## src/rtl/tone_pkg.sv

```systemverilog
// Shared types and constants for the PWM tone capture block: note codes,
// FSM states, bus register offsets and the nominal note-period table.
package tone_pkg;

    typedef enum logic [2:0] {
        NOTE_NONE = 3'd0,
        NOTE_DO   = 3'd1,
        NOTE_RE   = 3'd2,
        NOTE_MI   = 3'd3,
        NOTE_FA   = 3'd4,
        NOTE_UNK  = 3'd7
    } note_e;

    typedef enum logic [1:0] {
        ST_IDLE   = 2'd0,
        ST_ARMED  = 2'd1,
        ST_LOCKED = 2'd2
    } state_e;

    localparam int NUM_NOTES = 4;
    localparam int TOL_SHIFT = 6;

    // Nominal periods in 50 MHz cycles.
    localparam logic [31:0] NOM_DO = 32'd191113;
    localparam logic [31:0] NOM_RE = 32'd170262;
    localparam logic [31:0] NOM_MI = 32'd151686;
    localparam logic [31:0] NOM_FA = 32'd143172;

    localparam logic [3:0] REG_STATUS = 4'h0;
    localparam logic [3:0] REG_PERIOD = 4'h4;
    localparam logic [3:0] REG_HIGH   = 4'h8;
    localparam logic [3:0] REG_RSVD   = 4'hC;

    // Index 0..3 maps DO..FA; shift rescales the table for a slower reference.
    function automatic logic [31:0] nom_cycles(input int idx, input int shift);
        logic [31:0] nom;
        case (idx)
            0:       nom = NOM_DO;
            1:       nom = NOM_RE;
            2:       nom = NOM_MI;
            default: nom = NOM_FA;
        endcase
        return nom >> shift;
    endfunction

endpackage

```

## src/rtl/tone_classify.sv

```systemverilog
// Combinational period-to-note classifier: first table entry (DO..FA) whose
// tolerance band |cnt - NOM| <= NOM>>6 contains the count wins, else unknown.
module tone_classify
    import tone_pkg::*;
#(
    parameter int CNT_W     = 20,
    parameter int NOM_SHIFT = 0
) (
    input  logic [CNT_W-1:0] cnt,
    output logic [2:0]       note
);

    logic [31:0] cnt_ext;

    assign cnt_ext = 32'(cnt);

    function automatic logic in_band(input logic [31:0] c, input logic [31:0] nom);
        logic [31:0] diff;
        diff = (c >= nom) ? (c - nom) : (nom - c);
        return diff <= (nom >> TOL_SHIFT);
    endfunction

    always_comb begin
        // NOTE: default first so every path assigns note and no latch is inferred.
        note = NOTE_UNK;
        // Walk FA..DO so the lowest-index match is the last write and wins.
        for (int k = NUM_NOTES - 1; k >= 0; k--) begin
            if (in_band(cnt_ext, nom_cycles(k, NOM_SHIFT))) begin
                note = 3'(k + 1);
            end
        end
    end

endmodule

```

## src/rtl/pwm_tone_capture.sv

```systemverilog
// Measures period and high time of an asynchronous PWM tone line, classifies
// the period into a note and exposes results on strobed outputs and a read bus.
module pwm_tone_capture
    import tone_pkg::*;
#(
    parameter int CNT_W       = 20,
    parameter int TIMEOUT_CYC = 1_000_000,
    parameter int MIN_PERIOD  = 1000,
    parameter int NOM_SHIFT   = 0
) (
    input  logic             clk,
    input  logic             reset,
    input  logic             pwm_in,
    input  logic             cs,
    input  logic             rd,
    input  logic [3:0]       addr,
    output logic [31:0]      d_out,
    output logic [CNT_W-1:0] period,
    output logic [CNT_W-1:0] high_time,
    output logic [2:0]       note,
    output logic             valid,
    output logic             sample_stb
);

    localparam logic [CNT_W-1:0] CNT_ONE   = CNT_W'(1);
    localparam logic [CNT_W-1:0] CNT_MAX   = '1;
    localparam logic [CNT_W-1:0] TIMEOUT_V = CNT_W'(TIMEOUT_CYC);
    localparam logic [CNT_W-1:0] MIN_V     = CNT_W'(MIN_PERIOD);

    logic [2:0]       sync_q;
    logic             pwm_s;
    logic             rise;
    state_e           state;
    logic [CNT_W-1:0] cnt;
    logic [CNT_W-1:0] hcnt;
    logic [CNT_W-1:0] cnt_inc;
    logic [CNT_W-1:0] hcnt_inc;
    logic [2:0]       cls_note;
    logic             accept;
    logic             timed_out;
    logic             sticky;
    logic             status_rd;

    // Two synchronizer flops followed by the edge-detect register.
    always_ff @(posedge clk or negedge reset) begin
        if (!reset) begin
            sync_q <= '0;
        end else begin
            // NOTE: non-blocking so every flop samples the pre-edge value of its source.
            sync_q <= {sync_q[1:0], pwm_in};
        end
    end

    assign pwm_s = sync_q[1];
    assign rise  = sync_q[1] & ~sync_q[2];

    assign cnt_inc   = (cnt == CNT_MAX) ? cnt : cnt + CNT_ONE;
    assign hcnt_inc  = (hcnt == CNT_MAX) ? hcnt : hcnt + CNT_ONE;
    assign accept    = rise && (state != ST_IDLE) && (cnt >= MIN_V);
    assign timed_out = (state != ST_IDLE) && (cnt >= TIMEOUT_V);

    tone_classify #(
        .CNT_W     (CNT_W),
        .NOM_SHIFT (NOM_SHIFT)
    ) u_classify (
        .cnt  (cnt),
        .note (cls_note)
    );

    always_ff @(posedge clk or negedge reset) begin
        if (!reset) begin
            state      <= ST_IDLE;
            cnt        <= '0;
            hcnt       <= '0;
            period     <= '0;
            high_time  <= '0;
            note       <= NOTE_NONE;
            valid      <= 1'b0;
            sample_stb <= 1'b0;
        end else begin
            sample_stb <= 1'b0;
            if (state == ST_IDLE) begin
                if (rise) begin
                    state <= ST_ARMED;
                    cnt   <= CNT_ONE;
                    hcnt  <= CNT_ONE;
                end
            end else if (accept) begin
                period     <= cnt;
                high_time  <= hcnt;
                note       <= cls_note;
                valid      <= 1'b1;
                sample_stb <= 1'b1;
                cnt        <= CNT_ONE;
                hcnt       <= CNT_ONE;
                state      <= ST_LOCKED;
            end else if (timed_out && !rise) begin
                // A coincident rising edge (even an ignored one) defers the timeout.
                state     <= ST_IDLE;
                cnt       <= '0;
                hcnt      <= '0;
                period    <= '0;
                high_time <= '0;
                note      <= NOTE_NONE;
                valid     <= 1'b0;
            end else begin
                cnt <= cnt_inc;
                if (pwm_s) begin
                    hcnt <= hcnt_inc;
                end
            end
        end
    end

    assign status_rd = cs && rd && (addr[3:2] == REG_STATUS[3:2]);

    always_ff @(posedge clk or negedge reset) begin
        if (!reset) begin
            d_out  <= '0;
            sticky <= 1'b0;
        end else begin
            if (cs && rd) begin
                case (addr[3:2])
                    REG_STATUS[3:2]: d_out <= {27'b0, valid, note, sticky};
                    REG_PERIOD[3:2]: d_out <= 32'(period);
                    REG_HIGH[3:2]:   d_out <= 32'(high_time);
                    default:         d_out <= '0;
                endcase
            end
            // Setting beats a coincident clearing read so no sample is lost.
            if (sample_stb) begin
                sticky <= 1'b1;
            end else if (status_rd) begin
                sticky <= 1'b0;
            end
        end
    end

endmodule
```

## config.mk

```make
export PLATFORM = sky130hd
export DESIGN_NAME = pwm_tone_capture
export DESIGN_NICKNAME = d
export VERILOG_FILES = /design/src/rtl/tone_pkg.sv /design/src/rtl/tone_classify.sv /design/src/rtl/pwm_tone_capture.sv
export SDC_FILE = /design/constraint.sdc
export NUM_CORES = 1
export LEC_CHECK = 0
export ABC_AREA = 1
export CORE_MARGIN = 4
export CORE_UTILIZATION = 55
export DETAILED_ROUTE_END_ITERATION = 10
export GPL_ROUTABILITY_DRIVEN = 0
export PLACE_DENSITY = 0.76
export SLEW_MARGIN = 40
export SYNTH_ARGS = -nofsm -noshare
export SYNTH_HDL_FRONTEND = slang
export SYNTH_SLANG_ARGS = --single-unit
```

## constraint.sdc

```tcl
create_clock -name clk -period 3.3 [get_ports clk]
set_input_delay 0.66 -clock clk [delete_from_list [all_inputs] [get_ports clk]]
set_output_delay 0.66 -clock clk [all_outputs]
set_load 0.005 [all_outputs]
```

[After elaboration in Yosys (flattened, before gate mapping)]
Index checks and enable logic that the tools add are counted.
Storage, ports and cells
  bits in registers: 123
Cells by class
  add/sub/neg operators: 10
  magnitude comparators: 10
  eq/ne operators: 7
  multiplexer cells: 34
  bitwise logic cells: 3
  reductions and logical operators: 18
Operators by type and width (count)
  20-bit two-way mux: 13
  32-bit by 12-bit less-or-equal comparator with 1-bit output (second input constant): 4
  32-bit two-way mux: 4
  18-bit by 20-bit subtractor with 21-bit output (first input constant): 4
  20-bit by 18-bit subtractor with 21-bit output (second input constant): 4
  20-bit by 18-bit greater-or-equal comparator with 1-bit output (second input constant): 4
  20-bit case mux with 3 select lines: 1
  20-bit by 1-bit adder with 20-bit output (second input constant): 2
  20-bit == test (second input constant): 2
  20-bit by 10-bit greater-or-equal comparator with 1-bit output (second input constant): 1
  20-bit greater-or-equal comparator (second input constant): 1
  3-bit two-way mux: 5
  2-bit two-way mux: 5
  4-bit by 2-bit != test with 1-bit output (second input constant): 2
  1-bit logical AND: 6
  1-bit two-way mux: 6
  2-bit AND reduction: 3
  2-bit nonzero test: 3
  2-bit zero test: 2
  4-bit nonzero test: 1
  3-bit AND reduction: 1
  3-bit nonzero test: 1
  2-bit by 1-bit == test with 1-bit output (second input constant): 1
  2-bit == test (second input constant): 1
  4 further kinds: 5

[Depth between registers and ports, before layout]
  depth after elaboration: 8
  gate-level depth with buffers: 23
  mapped depth without buffers: 21

[By module]
A second synthesis with hierarchy kept.
Unflattened totals
  cells, all modules: 1888
  area total of the unflattened synthesis: 11315.9 um^2
By module, submodules not included
  pwm_tone_capture: instances 1, cells an instance 718, area each 5764.3 um^2, sequential area each 2777.7 um^2
  tone_classify: instances 1, cells an instance 1170, area each 5551.6 um^2, sequential area each 0.0 um^2

[Worst setup path after synthesis]
Ideal clock, no wire load.
  path type: reg2reg
  start: register cnt[2]
  end: register note[2]
  setup time: 0.124 ns
  arrival time: 2.432 ns
  path slack: 0.744 ns
  cell stages (with the launch flop): 22
  buffers on the path: 2
  period minus slack after synthesis: 2.556 ns
  path through: dfrtp_1 > buf_2 > inv_1 > ha_1 > nand2_1 > nand2_1 > nand2_1 > nand2_1 > nand2_1 > nand3_2 > nand2_4 > nand2_4 > buf_4 > nand2_1 > nand2_1 > inv_1 > nor2_1 > nand2_1 > nor2_1 > nand3_2 > nand3_1 > o21bai_2
Between the ends
  word-level cells in the longest chain between the ends: 7
Ends and longest elaborated chain
  start: declaration: RTL line pwm_tone_capture.sv:34  | logic [CNT_W-1:0] cnt;
  start signal: assignment: RTL line pwm_tone_capture.sv:107  | cnt <= cnt_inc;
  18-bit by 20-bit subtractor with 21-bit output (tied with other cells): RTL line tone_classify.sv:19  | diff = (c >= nom) ? (c - nom) : (nom - c);
  32-bit two-way mux: RTL line tone_classify.sv:19
  32-bit by 12-bit less-or-equal comparator with 1-bit output: RTL line tone_classify.sv:20  | return diff <= (nom >> TOL_SHIFT);
  3-bit two-way mux (3 in series): RTL line tone_classify.sv:28  | if (in_band(cnt_ext, nom_cycles(k, NOM_SHIFT))) begin
  3-bit two-way mux: RTL line pwm_tone_capture.sv:88  | end else if (accept) begin
  end signal: assignment: RTL line pwm_tone_capture.sv:91  | note <= cls_note;
  end: declaration: RTL line pwm_tone_capture.sv:20  | output logic [2:0] note,
Parallel ways exist; a longest one is shown, timed or not.
A chain may end at the register's enable or synchronous reset.

[Final worst setup path]
  start: register cnt[1]
  end: register note[2]
The elaborated chain is that of the path after synthesis.

==> results.ini <==
[outcome]
status=finished, final reports clean

[pwr]
power_frac_seq_pct=34.3
clockPowerShare_pct=23.1
power.leakage_nw=5.794
ir_drop_mv=0.3777
p_sw_mw=1.840
combinationalPowerShare_pct=42.6
power.density_nw_per_um2=369.3
intPower_mw=2.517
p_sw_share_pct=42.22

[cells_and_area]
postLayoutCoreUtil_pct=62.85
final_common_cell=nand2_1
final_area_um2=11800
final_cells=1998
final_cell_mix=nand2_1, nor2_1, inv_1
finalNetCount=1784
drive_gt1_share_pct=9.580
syn2layout_area_growth_pct=12.27
diodes=0

[setup_path]
cp.arrival_ns=3.34
cp-end-kind=register
worstSetupPathType=reg2reg
worst_setup_path_start_kind=register
worstPathMaxFanout=17
cp.required_ns=3.53

[detailed_routing]
wl_um=38540
ant_nets=0
dr.pass1.iters=8
viasPerCell=6.054
vias=12096
drc=0
drt_iter0_drc=1712
wl_per_cell_um=19.29

[hold_path]
holdCritPathClass=reg2reg

[floorplan]
num_rows=50
die_w_um=146.2
core_area_um2=18770
die_h_um=146.2
die-area_um2=21380
io_pins=86
start_util_pct=55.98

[synth]
ys.flop_type=dfrtp_1
yosys.area.top_type=dfrtp_1
synth.top_cells.by_area=dfrtp_1, nand2_1, nand3_1
async_flop_share_pct=100.0
synth_cells=1687
synth_compound_area_share_pct=14.21
ys_warn_count=0
synth_simple_gate_area_share_pct=39.62
synth.avg_cell_area_um2=6.228
ys_types=53
synth_xor_area_share_pct=6.419
ys_ff_latch=111
synth_edf_count=0
synth-seq-area-share_pct=26.44
synthMuxAreaShare_pct=0
synth_top_family_by_area=simple AND/OR/NAND/NOR gates
synth_fa_ha_area_share_pct=1.786
synth_top_area_share_pct=26.44
syn_area_um2=10510

[timing]
finalCriticalPeriod_ns=3.115
fin_tns_setup_ns=0
worst_slack_ns=0.1847
rsz0062_at_grt=no
worst_pin_slew_ns=0.7127
fmax_ghz=0.3210
fin_skew_ns=0.01046
slew_violations=0
slew_headroom_pct=52.05
fin_crit_sh_pct=94.40
hold_viol_final=0
setup_viol=0

[clock_tree]
postCtsSetupBuffers=0
clk_latency_ns=0.35
clock_sinks=111
cts.clk_slew.worst_paths_ns=0.07
cts_hold_buf=0
cts-buffers-inserted=9
cts-root-buf=clkbuf_16
cts_resized=0
htree_levels=3
tritoncts=yes
cts.path.max_buffers=2

[place]
dp_cells=1983
portBuffers=71
pre_cts_slack_ns=0.3046
postPlaceCellArea_um2=11520
hpwl_um=29540

[global_routing]
grt_overflow=0
grt.total_usage_pct=34.75
grt_pass1_wl_um=59330
grt_max_degree=83
grt_pass1_vias=10793
antenna_found_initial=1

[flow_run]
max_cap_viol_count=0

-- Yosys cell counts, drive strengths merged, types with 2 or more instances --
master and number:
nand3b 2, ha 15, nor4 4, o22ai 10, o21bai 3, o31ai 2, xor2 77, dfrtp 111
a22oi 3, nor3 37, o211ai 10, inv 168, a21oi 62, nand4 26, o21ai 129, or2 3
a21boi 3, a31oi 27, clkbuf 27, o2111ai 4, buf 61, a21o 2, nand2 543, nand3 151
clkinv 5, nor2 195, a221oi 4
-- sequential cells by signal (all words and copies together) (netlist names) --
register / cells
valid: 1
note: 3
d_out: 20
state: 2
cnt: 20
sync_q: 3
hcnt: 20
sticky: 1
sample_stb: 1
high_time: 20
period: 20
-- area by class of cell --
type,instances,area [µm²]
Tap cell,234,292.8
Timing Repair Buffer,139,1231
Clock buffer,10,229.0
Inverter,173,658.1
Multi-Input combinational cell,1326,6563
Clock inverter,5,43.79
Sequential cell,111,2778
Fill cell,1860,6973
-- stage by stage --
step | total power, mW | hold WS (ns)
6_report | 4.357 | 0.3519
4_1_cts | 4.278 | 0.3543
3_5_place_dp | 3.269 | 0.3365
3_3_place_gp | 3.239 | 0.3396
5_1_grt | 4.570 | 0.3632
2_1_floorplan | 2.626 | 0.3312
-- path summary, 6_finish.rpt --
path,startpoint,end,slack [ns],cells after the start
max in group asynchronous,reset,high_time[19]$_DFFE_PN0P_,2.18,2
hold reg to reg,sync_q[0]$_DFF_PN0_,sync_q[1]$_DFF_PN0_,0.35,0
min in group asynchronous,reset,hcnt[9]$_DFFE_PN0P_,0.36,1
setup / recovery,cnt[1]$_DFFE_PN0P_,note[2]$_DFFE_PN0P_,0.18,17
hold / removal,sync_q[0]$_DFF_PN0_,sync_q[1]$_DFF_PN0_,0.35,0
setup reg to reg,cnt[1]$_DFFE_PN0P_,note[2]$_DFFE_PN0P_,0.18,17
-- metal layers --
metal  GRT usage [%]  part of all wire, %  vias up
met3           10.43                   14      203
met1           48.82                   40     5422
li1                -                    -     5592
met5               0                0.023        -
met2           49.55                   40      877
met4           15.15                  6.0        2
-- cells by family (layout without fill, tap and decap cells) --
family / after synthesis / count (layout)
flip-flops: 111 / 111
adder cells (fa/ha/maj): 15 / 15
XOR/XNOR: 77 / 77
AO/OA/AOI/OAI: 261 / 261
buffers and inverters: 261 / 327
AND/OR/NAND/NOR: 961 / 961
other: 1 / 12
-- power groups by stage --
| stage | Clock (mW) | Combinational (mW) | Sequential, mW |
|---|---|---|---|
| 2_1_floorplan | 0 | 1.10 | 1.52 |
| 3_3_place_gp | 0 | 1.72 | 1.52 |
| 3_5_place_dp | 0 | 1.75 | 1.52 |
| 4_1_cts | 1.03 | 1.76 | 1.49 |
| 5_1_grt | 1.08 | 1.98 | 1.50 |
| 6_report | 1.01 | 1.86 | 1.50 |
-- critical path, stage by stage, from the launching register on --
cell and delay [ns]:
dfrtp_1 0.40, inv_1 0.20, ha_1 0.35, nand2_1 0.11, nand2_1 0.14, nand2_1 0.08
nand2_1 0.14, nand2_1 0.08, nand3_2 0.10, nand2_4 0.11, nand2_4 0.21, nand2_1 0.08
nand2_1 0.09, nand2_1 0.07, nor3_1 0.35, nand3_1 0.25, nand3_1 0.16, o21bai_2 0.06
(Power assumes the default switching activity.)
